## config.mk

```make
export PLATFORM = sky130hd
export DESIGN_NAME = flag_unit
export DESIGN_NICKNAME = d
export VERILOG_FILES = /design/src/rtl/flag_unit.sv
export SDC_FILE = /design/constraint.sdc
export NUM_CORES = 1
export LEC_CHECK = 0
export BUFFER_PORTS_ARGS = -buffer_cell sky130_fd_sc_hd__buf_2
export CELL_PAD_IN_SITES_DETAIL_PLACEMENT = 1
export CELL_PAD_IN_SITES_GLOBAL_PLACEMENT = 2
export CORE_ASPECT_RATIO = 1.4
export CORE_MARGIN = 3
export CORE_UTILIZATION = 29
export CTS_CLUSTER_DIAMETER = 120
export DETAILED_ROUTE_END_ITERATION = 16
export GPL_TIMING_DRIVEN = 1
export PLACE_DENSITY = 0.79
export SLEW_MARGIN = 20
export SYNTH_ARGS = -nofsm -noshare
export SYNTH_HDL_FRONTEND = slang
export SYNTH_SLANG_ARGS = --single-unit
```

## constraint.sdc

```tcl
create_clock -name clk -period 2 [get_ports clk]
set_input_delay 0.4 -clock clk [delete_from_list [all_inputs] [get_ports clk]]
set_output_delay 0.4 -clock clk [all_outputs]
set_load 0.01 [all_outputs]
```

## src/rtl/flag_unit.sv

```systemverilog
// Execute-stage condition gating and architectural {N,Z,C,V} flags register,
// with a sticky illegal-condition flag and a saturating squash counter.
module flag_unit (
    input  logic        clk,
    input  logic        rst_n,
    input  logic        Stall,
    input  logic        Flush,
    input  logic        ValidE,
    input  logic [3:0]  CondE,
    input  logic [1:0]  FlagWriteE,
    input  logic [3:0]  ALUFlags,
    input  logic        CondEx,
    input  logic        RegWriteE,
    input  logic        MemWriteE,
    input  logic        PCSrcE,
    output logic [3:0]  Flags,
    output logic        RegWriteG,
    output logic        MemWriteG,
    output logic        PCSrcG,
    output logic        IllegalCond,
    output logic [15:0] SquashCount
);
    logic        active;
    logic        cond_legal;
    logic        cond_ok;
    logic        exec;

    logic [3:0]  flags_q;
    logic [3:0]  flags_d;
    logic        illegal_q;
    logic        illegal_d;
    logic [15:0] squash_q;
    logic [15:0] squash_d;

    always_comb begin
        active     = ValidE & ~Flush & ~Stall;
        cond_legal = (CondE <= 4'b0110);
        // An illegal code masks CondEx completely, so an unknown CondEx cannot leak through.
        cond_ok    = cond_legal & CondEx;
        exec       = active & cond_ok;
    end

    assign RegWriteG = RegWriteE & exec;
    assign MemWriteG = MemWriteE & exec;
    assign PCSrcG    = PCSrcE & exec;

    always_comb begin
        flags_d   = flags_q;
        illegal_d = illegal_q;
        squash_d  = squash_q;
        if (exec && FlagWriteE[1]) begin
            flags_d[3:2] = ALUFlags[3:2];
        end
        if (exec && FlagWriteE[0]) begin
            flags_d[1:0] = ALUFlags[1:0];
        end
        if (active && !cond_legal) begin
            illegal_d = 1'b1;
        end
        if (active && !cond_ok && (squash_q != 16'hFFFF)) begin
            squash_d = squash_q + 16'd1;
        end
    end

    always_ff @(posedge clk or negedge rst_n) begin
        if (!rst_n) begin
            flags_q   <= 4'b0000;
            illegal_q <= 1'b0;
            squash_q  <= 16'd0;
        end else begin
            flags_q   <= flags_d;
            illegal_q <= illegal_d;
            squash_q  <= squash_d;
        end
    end

    assign Flags       = flags_q;
    assign IllegalCond = illegal_q;
    assign SquashCount = squash_q;
endmodule

```

==> impl_metrics.env, run 1 <==
export IMPL_grt_start_max_net_pins=22
export IMPL_timing_final_crit_share=0.831
export IMPL_fin_util=0.402
export IMPL_layout_commonest_cell="buf_2"
export IMPL_avgSynthCellArea_sq_um=12.1
export IMPL_crit_fanout=6
export IMPL_setup_viol=0
export IMPL_postSynthCellCount=90
export IMPL_clock_sinks=21
export IMPL_worstPathRequired_ps=2190
export IMPL_tns_ps=0
export IMPL_synthArstFlopShare=1.00
export IMPL_cts_tree="yes"
export IMPL_ctsHtreeMaxLevel=1
export IMPL_syn_nets=110
export IMPL_numCtsBuffers=3
export IMPL_antenna_cells=0
export IMPL_vias_per_cell=5.19
export IMPL_hold_viol_final=0
export IMPL_syn2layout_area_growth_pct=29.6
export IMPL_r2r_end="SquashCount[4]"
export IMPL_port_buffers=42
export IMPL_fin_nets=159
export IMPL_cts_setup_buffers=0
export IMPL_fill_cells=412
export IMPL_wl_mm=2.82
export IMPL_max_clock_path_buffers=2
export IMPL_die_x_microns=57.8
export IMPL_initial_core_util=0.310
export IMPL_max_vdd_ir_drop_uv=432
export IMPL_cap_violations=0
export IMPL_syn_area_sq_mm=0.00109
export IMPL_synth_distinct_cells=29
export IMPL_ys_warn_count=0
export IMPL_postCtsHoldBufs=0
export IMPL_dp_hpwl_mm=2.24
export IMPL_clkTransAtPathRegs_ps=80
export IMPL_dp_slack_ps=118
export IMPL_die_h_microns=78.5
export IMPL_drt_iter0_drc=14
export IMPL_antenna_found_initial=0
export IMPL_place_congestion=0.814
export IMPL_synth_edf_count=0
export IMPL_ff2ff_path_depth=6
export IMPL_clk_latency_ps=260
export IMPL_fmax_ghz=0.602
export IMPL_placementRows=25
export IMPL_drtPass1Iterations=4
export IMPL_gr_usage_all_layers=0.127
export IMPL_hp_class="primary input to asynchronous set/reset pin"
export IMPL_grt_pass1_vias=997
export IMPL_layout_min_cycle_time_ps=1660
export IMPL_coreArea_sq_mm=0.00350
export IMPL_finClkSkew_ps=2.12
export IMPL_cts_resized=0
export IMPL_end_kind="register"
export IMPL_leakage_nw=0.662
export IMPL_worstMarginPinSlew_ps=484
export IMPL_grt_pass1_wl_mm=4.45
export IMPL_drive_above_1_share=0.442
export IMPL_final_cell_mix="42 x buf_2, 21 x dfrtp_1, 10 x xnor2_1"
export IMPL_setup_slack_ps=339
export IMPL_synth_yosys_seq_area_share=0.483
export IMPL_rsz0062_at_grt="false"
export IMPL_relSlewSlack=0.677
export IMPL_r2r_slack_ps=340
export IMPL_cts_root_buffer="clkbuf_8"
export IMPL_ys_flop_type="dfrtp_1"
export IMPL_outcome="complete, no violations"
export IMPL_num_vias=923
export IMPL_drc=0
export IMPL_r2r_start="SquashCount[0]"
export IMPL_ios=43
export IMPL_die_area_sq_mm=0.00453
export IMPL_synth_seq_cells=21
export IMPL_overflow=0
export IMPL_slew_violations=0
export IMPL_critPathLaunchType="register"
export IMPL_postRouteAntennaNets=0
export IMPL_cp_arrival_ps=1850
export IMPL_p_per_area_mw_per_mm2=761
export IMPL_routedWlPerCell_microns=15.9
export IMPL_timing_worst_setup_path_type="register to register"
## metrics by stage
step | total power (W) | std cells | hold slack, ps | area (sq um)
2_1_floorplan | 0.000678 | 90 | 104 | 1090
3_3_place_gp | 0.000797 | 174 | 387 | 1360
3_5_place_dp | 0.000810 | 174 | 390 | 1360
4_1_cts | 0.00109 | 178 | 100 | 1410
5_1_grt | 0.00115 | 178 | 121 | 1410
6_report | 0.00107 | 178 | 85.9 | 1410
## cells in the mapped netlist (2+ instances only)
master / instances / share of area
nand3_1: 7 / 0.032
o2111ai_1: 4 / 0.032
and2_1: 4 / 0.023
and4_1: 2 / 0.016
a211oi_1: 2 / 0.014
mux2_2: 5 / 0.052
nand4_1: 3 / 0.017
and3_1: 2 / 0.012
dfrtp_1: 21 / 0.48
xor2_1: 5 / 0.040
nand2_1: 6 / 0.021
a21oi_1: 2 / 0.0092
o211ai_1: 2 / 0.014
xnor2_1: 10 / 0.081
## worst max-delay path: stages (launching register included)
cell	delay [ps]
dfrtp_1	420
ha_1	240
nand2_1	170
nor2_2	100
buf_4	160
a211oi_1	280
xor2_1	190
## state kept, by name, indices dropped and copies added (netlist names)
signal	flops
SquashCount	16
Flags	4
IllegalCond	1
## power by group
part           leakage (nW)  switching (W)  internal [W]
Sequential            0.276      0.0000634      0.000486
Combinational         0.361       0.000129      0.000112
Clock                0.0255       0.000143      0.000139
## metal layers
layer	routed length, microns	GRT usage	vias to the layer above
met5	0	0	-
met4	55	0.0626	0
met3	228	0.0214	5
met2	1480	0.238	34
met1	1060	0.132	450
li1	-	-	434
## cells by family (layout without fill, tap and decap cells)
logic type               count (synthesis)  count (layout)  share of synthesized area
flip-flops                              21              21                      0.483
adder cells (fa/ha/maj)                  1               1                     0.0115
multiplexers                             5               5                     0.0518
AO/OA/AOI/OAI                           15              15                      0.145
AND/OR/NAND/NOR                         33              33                      0.188
buffers and inverters                    0              48                          0
XOR/XNOR                                15              15                      0.121
## layout make-up
type / count / area [sq um] / area share
Timing Repair Buffer: 44 / 225 / 0.160
Multi-Input combinational cell: 69 / 562 / 0.399
Clock buffer: 3 / 41.3 / 0.0293
Clock inverter: 1 / 5.00 / 0.00355
Sequential cell: 21 / 526 / 0.373
Tap cell: 40 / 50.0 / 0.0355
## worst max-delay path by stage
stage	from	endpoint	slack, ps
3_3_place_gp	Flush	SquashCount[1]	170
2_1_floorplan	Flush	SquashCount[1]	310
4_1_cts	CondE[2]	MemWriteG	320
3_5_place_dp	Flush	SquashCount[1]	120
6_report	SquashCount[0]	SquashCount[4]	340
5_1_grt	SquashCount[10]	SquashCount[1]	240
Power figures use the tool's default switching activity.
==> inputs of run 2 (changes only) <==
Clock period 2 ns to 1.65 ns, I/O delays scaled along.
==> run 2 against run 1 <==
  * Maximum frequency up 7.4%
  * Die area unchanged
  * Critical path depth down 2
  * Cell area up 7.8%
  * Largest cell class unchanged
  * Largest power group unchanged
==> impl_metrics.env, run 2 (synthesis gave the netlist of run 1 again) <==
export IMPL_outcome="complete, no violations"
export IMPL_clock_sinks=21
export IMPL_dpl_cell_area_sq_mm=0.00146
export IMPL_max_vdd_ir_drop_uv=574
export IMPL_cts_tree="yes"
export IMPL_slew_violations=0
export IMPL_worstMarginPinSlew_ps=483
export IMPL_leakage_nw=0.735
export IMPL_clkTransAtPathRegs_ps=80
export IMPL_clk_latency_ps=260
export IMPL_grt_pass1_vias=1121
export IMPL_timing_worst_setup_path_type="register to register"
export IMPL_multi_input_area_sq_um=567
export IMPL_placementRows=25
export IMPL_met2_usage=0.269
export IMPL_postCtsHoldBufs=0
export IMPL_use_met1=0.144
export IMPL_fin_nets=173
export IMPL_antenna_cells=0
export IMPL_fin_area_sq_mm=0.00152
export IMPL_drt_iter0_drc=12
export IMPL_setup_slack_ps=103
export IMPL_place_congestion=0.790
export IMPL_relSlewSlack=0.678
export IMPL_grt_pass1_wl_mm=4.90
export IMPL_max_stage_delay_ps=410
export IMPL_die_area_sq_mm=0.00453
export IMPL_cap_violations=0
export IMPL_timing_final_crit_share=0.938
export IMPL_drive_above_1_share=0.507
export IMPL_largest_register_ffs=16
export IMPL_postRouteAntennaNets=0
export IMPL_ctsHtreeMaxLevel=1
export IMPL_hold_viol_final=0
export IMPL_die_h_microns=78.5
export IMPL_max_clock_path_buffers=2
export IMPL_cts_root_buffer="clkbuf_8"
export IMPL_fill_cells=407
export IMPL_vias_per_cell=5.05
export IMPL_routedWlPerCell_microns=15.2
export IMPL_globalRouteMet3Util=0.0115
export IMPL_drtPass1Iterations=3
export IMPL_finClkSkew_ps=2.31
export IMPL_critPathLaunchType="register"
export IMPL_initial_core_util=0.310
export IMPL_ios=43
export IMPL_drc=0
export IMPL_layout_commonest_cell="buf_2"
export IMPL_num_vias=970
export IMPL_crit_path_top_delay_cell="dfrtp_1"
export IMPL_syn2layout_area_growth_pct=39.7
export IMPL_seqCellArea_sq_um=526
export IMPL_end_kind="register"
export IMPL_dp_hpwl_mm=2.40
export IMPL_coreArea_sq_mm=0.00350
export IMPL_die_x_microns=57.8
export IMPL_final_cell_mix="42 x buf_2, 21 x dfrtp_1, 16 x buf_4"
export IMPL_cp_arrival_ps=1690
export IMPL_fmax_ghz=0.646
export IMPL_layout_min_cycle_time_ps=1550
export IMPL_wl_mm=2.93
export IMPL_hp_class="primary input to asynchronous set/reset pin"
export IMPL_crit_fanout=5
export IMPL_dp_slack_ps=-102
export IMPL_p_per_area_mw_per_mm2=904
export IMPL_setup_viol=0
export IMPL_grt_busiest_layer="met2"
export IMPL_port_buffers=42
export IMPL_grt_start_max_net_pins=22
export IMPL_path_cells="and4_1, and4_4, a21oi_1, mux2_2"
export IMPL_antenna_found_initial=0
export IMPL_worstPathRequired_ps=1800
export IMPL_numCtsBuffers=3
export IMPL_gr_usage_all_layers=0.135
export IMPL_overflow=0
## run 2: cell count changes in the layout (fill, tap and decap cells not counted), sizes merged
cell and delta:
buf +14
## run 2: what timing repair did
item | CTS | global route
setup buffers | 0 | 1
gates resized for setup | 0 | 2
setup endpoints to repair | 0 | 3
## run 2: worst paths after layout
check / startpoint / to / slack (ps) / depth (start not counted)
max in group asynchronous: rst_n / SquashCount[4] / 1300 / 1
min in group clk: ALUFlags[0] / Flags[0] / 310 / 2
max reg2reg: SquashCount[12] / SquashCount[1] / 100 / 4
min reg2reg: IllegalCond / IllegalCond / 490 / 1
min: rst_n / SquashCount[12] / 30 / 1
max: SquashCount[12] / SquashCount[1] / 100 / 4
## run 2: worst max-delay path: cells and delay by family (launching register included)
| kind | cells | cell delay (ps) |
|---|---|---|
| simple gates | 2 | 460 |
| compound gates | 1 | 210 |
| flops | 1 | 410 |
| mux | 1 | 350 |
## run 2: power breakdown
group          total [W]  switching [W]  internal, W
Clock           0.000333       0.000165     0.000168
Sequential      0.000651      0.0000621     0.000589
Combinational   0.000390       0.000195     0.000195
## run 2: layer usage
metal	vias to the layer above	part of all wire
li1	462	-
met1	471	0.38
met2	35	0.56
met3	2	0.058
met4	0	0.0048
met5	-	0
## run 2: cell type report
type,instances,share of cell area
Multi-Input combinational cell,69,0.373
Sequential cell,21,0.346
Timing Repair Buffer,58,0.217
Tap cell,40,0.0329
Clock buffer,3,0.0272
Clock inverter,1,0.00329
## run 2: metrics by stage
step / power (W) / utilization / hold WS, ps / std cells / setup TNS (ps)
finish: 0.00137 / 0.434 / 25.3 / 192 / 0
detailed placement: 0.00103 / 0.417 / 329 / 187 / -457
global route: 0.00146 / 0.434 / 53.1 / 192 / -0.331
floorplan: 0.000822 / - / 34.4 / 90 / 0
CTS: 0.00137 / 0.430 / 48.3 / 191 / 0
global placement: 0.00102 / 0.417 / 313 / 187 / -164
==> inputs of run 3 (changes only) <==
Settings changed: PLACE_DENSITY 0.79 to default, PLACE_DENSITY_LB_ADDON from default to 0.1.
==> run 3 against run 2 <==
  * Worst setup slack improved by 16 ps
  * Worst hold slack gained 0.81 ps
  * Combinational power down 3%
  * Largest power group unchanged
==> impl_metrics.env, run 3 (synthesis gave the netlist of run 1 again) <==
export IMPL_path_cells="and4_1, and4_4, a21oi_1, mux2_2"
export IMPL_layout_cells_non_filler=190
export IMPL_grt_pass1_vias=1051
export IMPL_initial_core_util=0.310
export IMPL_multi_input_area_sq_um=567
export IMPL_cp_arrival_ps=1680
export IMPL_num_vias=959
export IMPL_die_h_microns=78.5
export IMPL_drtPass1Iterations=4
export IMPL_path_buf_inv=0
export IMPL_cap_violations=0
export IMPL_r2r_slack_ps=120
export IMPL_timing_final_crit_share=0.928
export IMPL_cpLargestDelayFamily="simple AND/OR/NAND/NOR gates"
export IMPL_cts_resized=0
export IMPL_seqCellArea_sq_um=526
export IMPL_die_area_sq_mm=0.00453
export IMPL_relSlewSlack=0.669
export IMPL_place_congestion=0.779
export IMPL_ctsHtreeMaxLevel=1
export IMPL_largest_register_ffs=16
export IMPL_postRouteAntennaNets=0
export IMPL_max_clock_path_buffers=2
export IMPL_crit_fanout=5
export IMPL_routedWlPerCell_microns=15.3
export IMPL_fmax_ghz=0.653
export IMPL_leakage_nw=0.725
export IMPL_final_cell_mix="42 x buf_2, 21 x dfrtp_1, 14 x buf_4"
export IMPL_layout_commonest_cell="buf_2"
export IMPL_wl_mm=2.90
export IMPL_worstMarginPinSlew_ps=496
export IMPL_dpl_cell_count=186
export IMPL_max_stage_delay_ps=420
export IMPL_syn2layout_area_growth_pct=38.3
export IMPL_overflow=0
export IMPL_fill_cells=423
export IMPL_finClkSkew_ps=5.37
export IMPL_rsz0062_at_grt="false"
export IMPL_grt_start_max_net_pins=22
export IMPL_gr_usage_all_layers=0.138
export IMPL_crit_path_top_delay_cell="dfrtp_1"
export IMPL_port_buffers=42
export IMPL_critPathLaunchType="register"
export IMPL_fin_nets=171
export IMPL_coreArea_sq_mm=0.00350
export IMPL_tns_ps=0
export IMPL_placementRows=25
export IMPL_drive_above_1_share=0.487
export IMPL_die_x_microns=57.8
export IMPL_end_kind="register"
export IMPL_antenna_cells=0
export IMPL_antenna_found_initial=0
export IMPL_postCtsHoldBufs=0
export IMPL_drc=0
export IMPL_outcome="complete, no violations"
export IMPL_slew_violations=0
export IMPL_max_vdd_ir_drop_uv=582
export IMPL_hold_viol_final=0
export IMPL_p_per_area_mw_per_mm2=909
export IMPL_timing_worst_setup_path_type="register to register"
export IMPL_clock_sinks=21
export IMPL_grt_pass1_wl_mm=4.91
export IMPL_cts_tree="yes"
export IMPL_worstPathRequired_ps=1800
export IMPL_vias_per_cell=5.05
export IMPL_layout_min_cycle_time_ps=1530
export IMPL_cts_setup_buffers=0
export IMPL_clkTransAtPathRegs_ps=80
export IMPL_hp_class="primary input to asynchronous set/reset pin"
export IMPL_clk_latency_ps=260
export IMPL_drt_iter0_drc=19
export IMPL_dp_hpwl_mm=2.31
export IMPL_numCtsBuffers=3
export IMPL_ios=43
export IMPL_setup_viol=0
export IMPL_cts_root_buffer="clkbuf_8"
[run 3: final cells by class]
type,count,share of cell area
clock inverter,1,0.00333
clock buffer,3,0.0275
tap,40,0.0333
multi-input combinational,69,0.377
timing repair buffer,56,0.210
sequential,21,0.349
[run 3: metal layers]
metal	GRT usage	up-vias	share of wire	wire length [microns]
li1	-	456	-	-
met2	0.251	31	0.54	1570
met1	0.154	468	0.38	1100
met5	0	-	0	0
met3	0.0214	4	0.065	187
met4	0.0557	0	0.013	39
[run 3: path summary, 6_finish.rpt]
kind,startpoint,to,cells after the start
setup / recovery,SquashCount[12],SquashCount[1],4
hold / removal,rst_n,SquashCount[8],1
setup reg to reg,SquashCount[12],SquashCount[1],4
hold reg to reg,IllegalCond,IllegalCond,1
max in group asynchronous,rst_n,SquashCount[14],1
min in group clk,ALUFlags[2],Flags[2],2
[run 3: worst reg2reg max path, cell delays in order, from the launching register on]
cell and delay, ps:
dfrtp_1 420, and4_1 220, and4_4 220, a21oi_1 210, mux2_2 360
[run 3: where the power goes]
part           leakage [nW]  internal, W  total, W  switching (W)
logic                 0.424     0.000189  0.000378       0.000189
registers             0.276     0.000589  0.000650      0.0000615
clock network        0.0255     0.000168  0.000339       0.000170
total                 0.725     0.000946   0.00137       0.000420
[run 3: stage by stage]
stage          total power [W]  instance area (sq um)  hold WS [ps]  setup slack, ps  utilization
2_1_floorplan         0.000822                   1090          34.4             29.5            -
3_3_place_gp           0.00103                   1450           315            -86.4        0.415
3_5_place_dp           0.00104                   1450           328             -124        0.415
4_1_cts                0.00139                   1500          36.0             99.7        0.428
5_1_grt                0.00146                   1500          49.8             12.4        0.429
6_report               0.00137                   1500          26.1              119        0.429
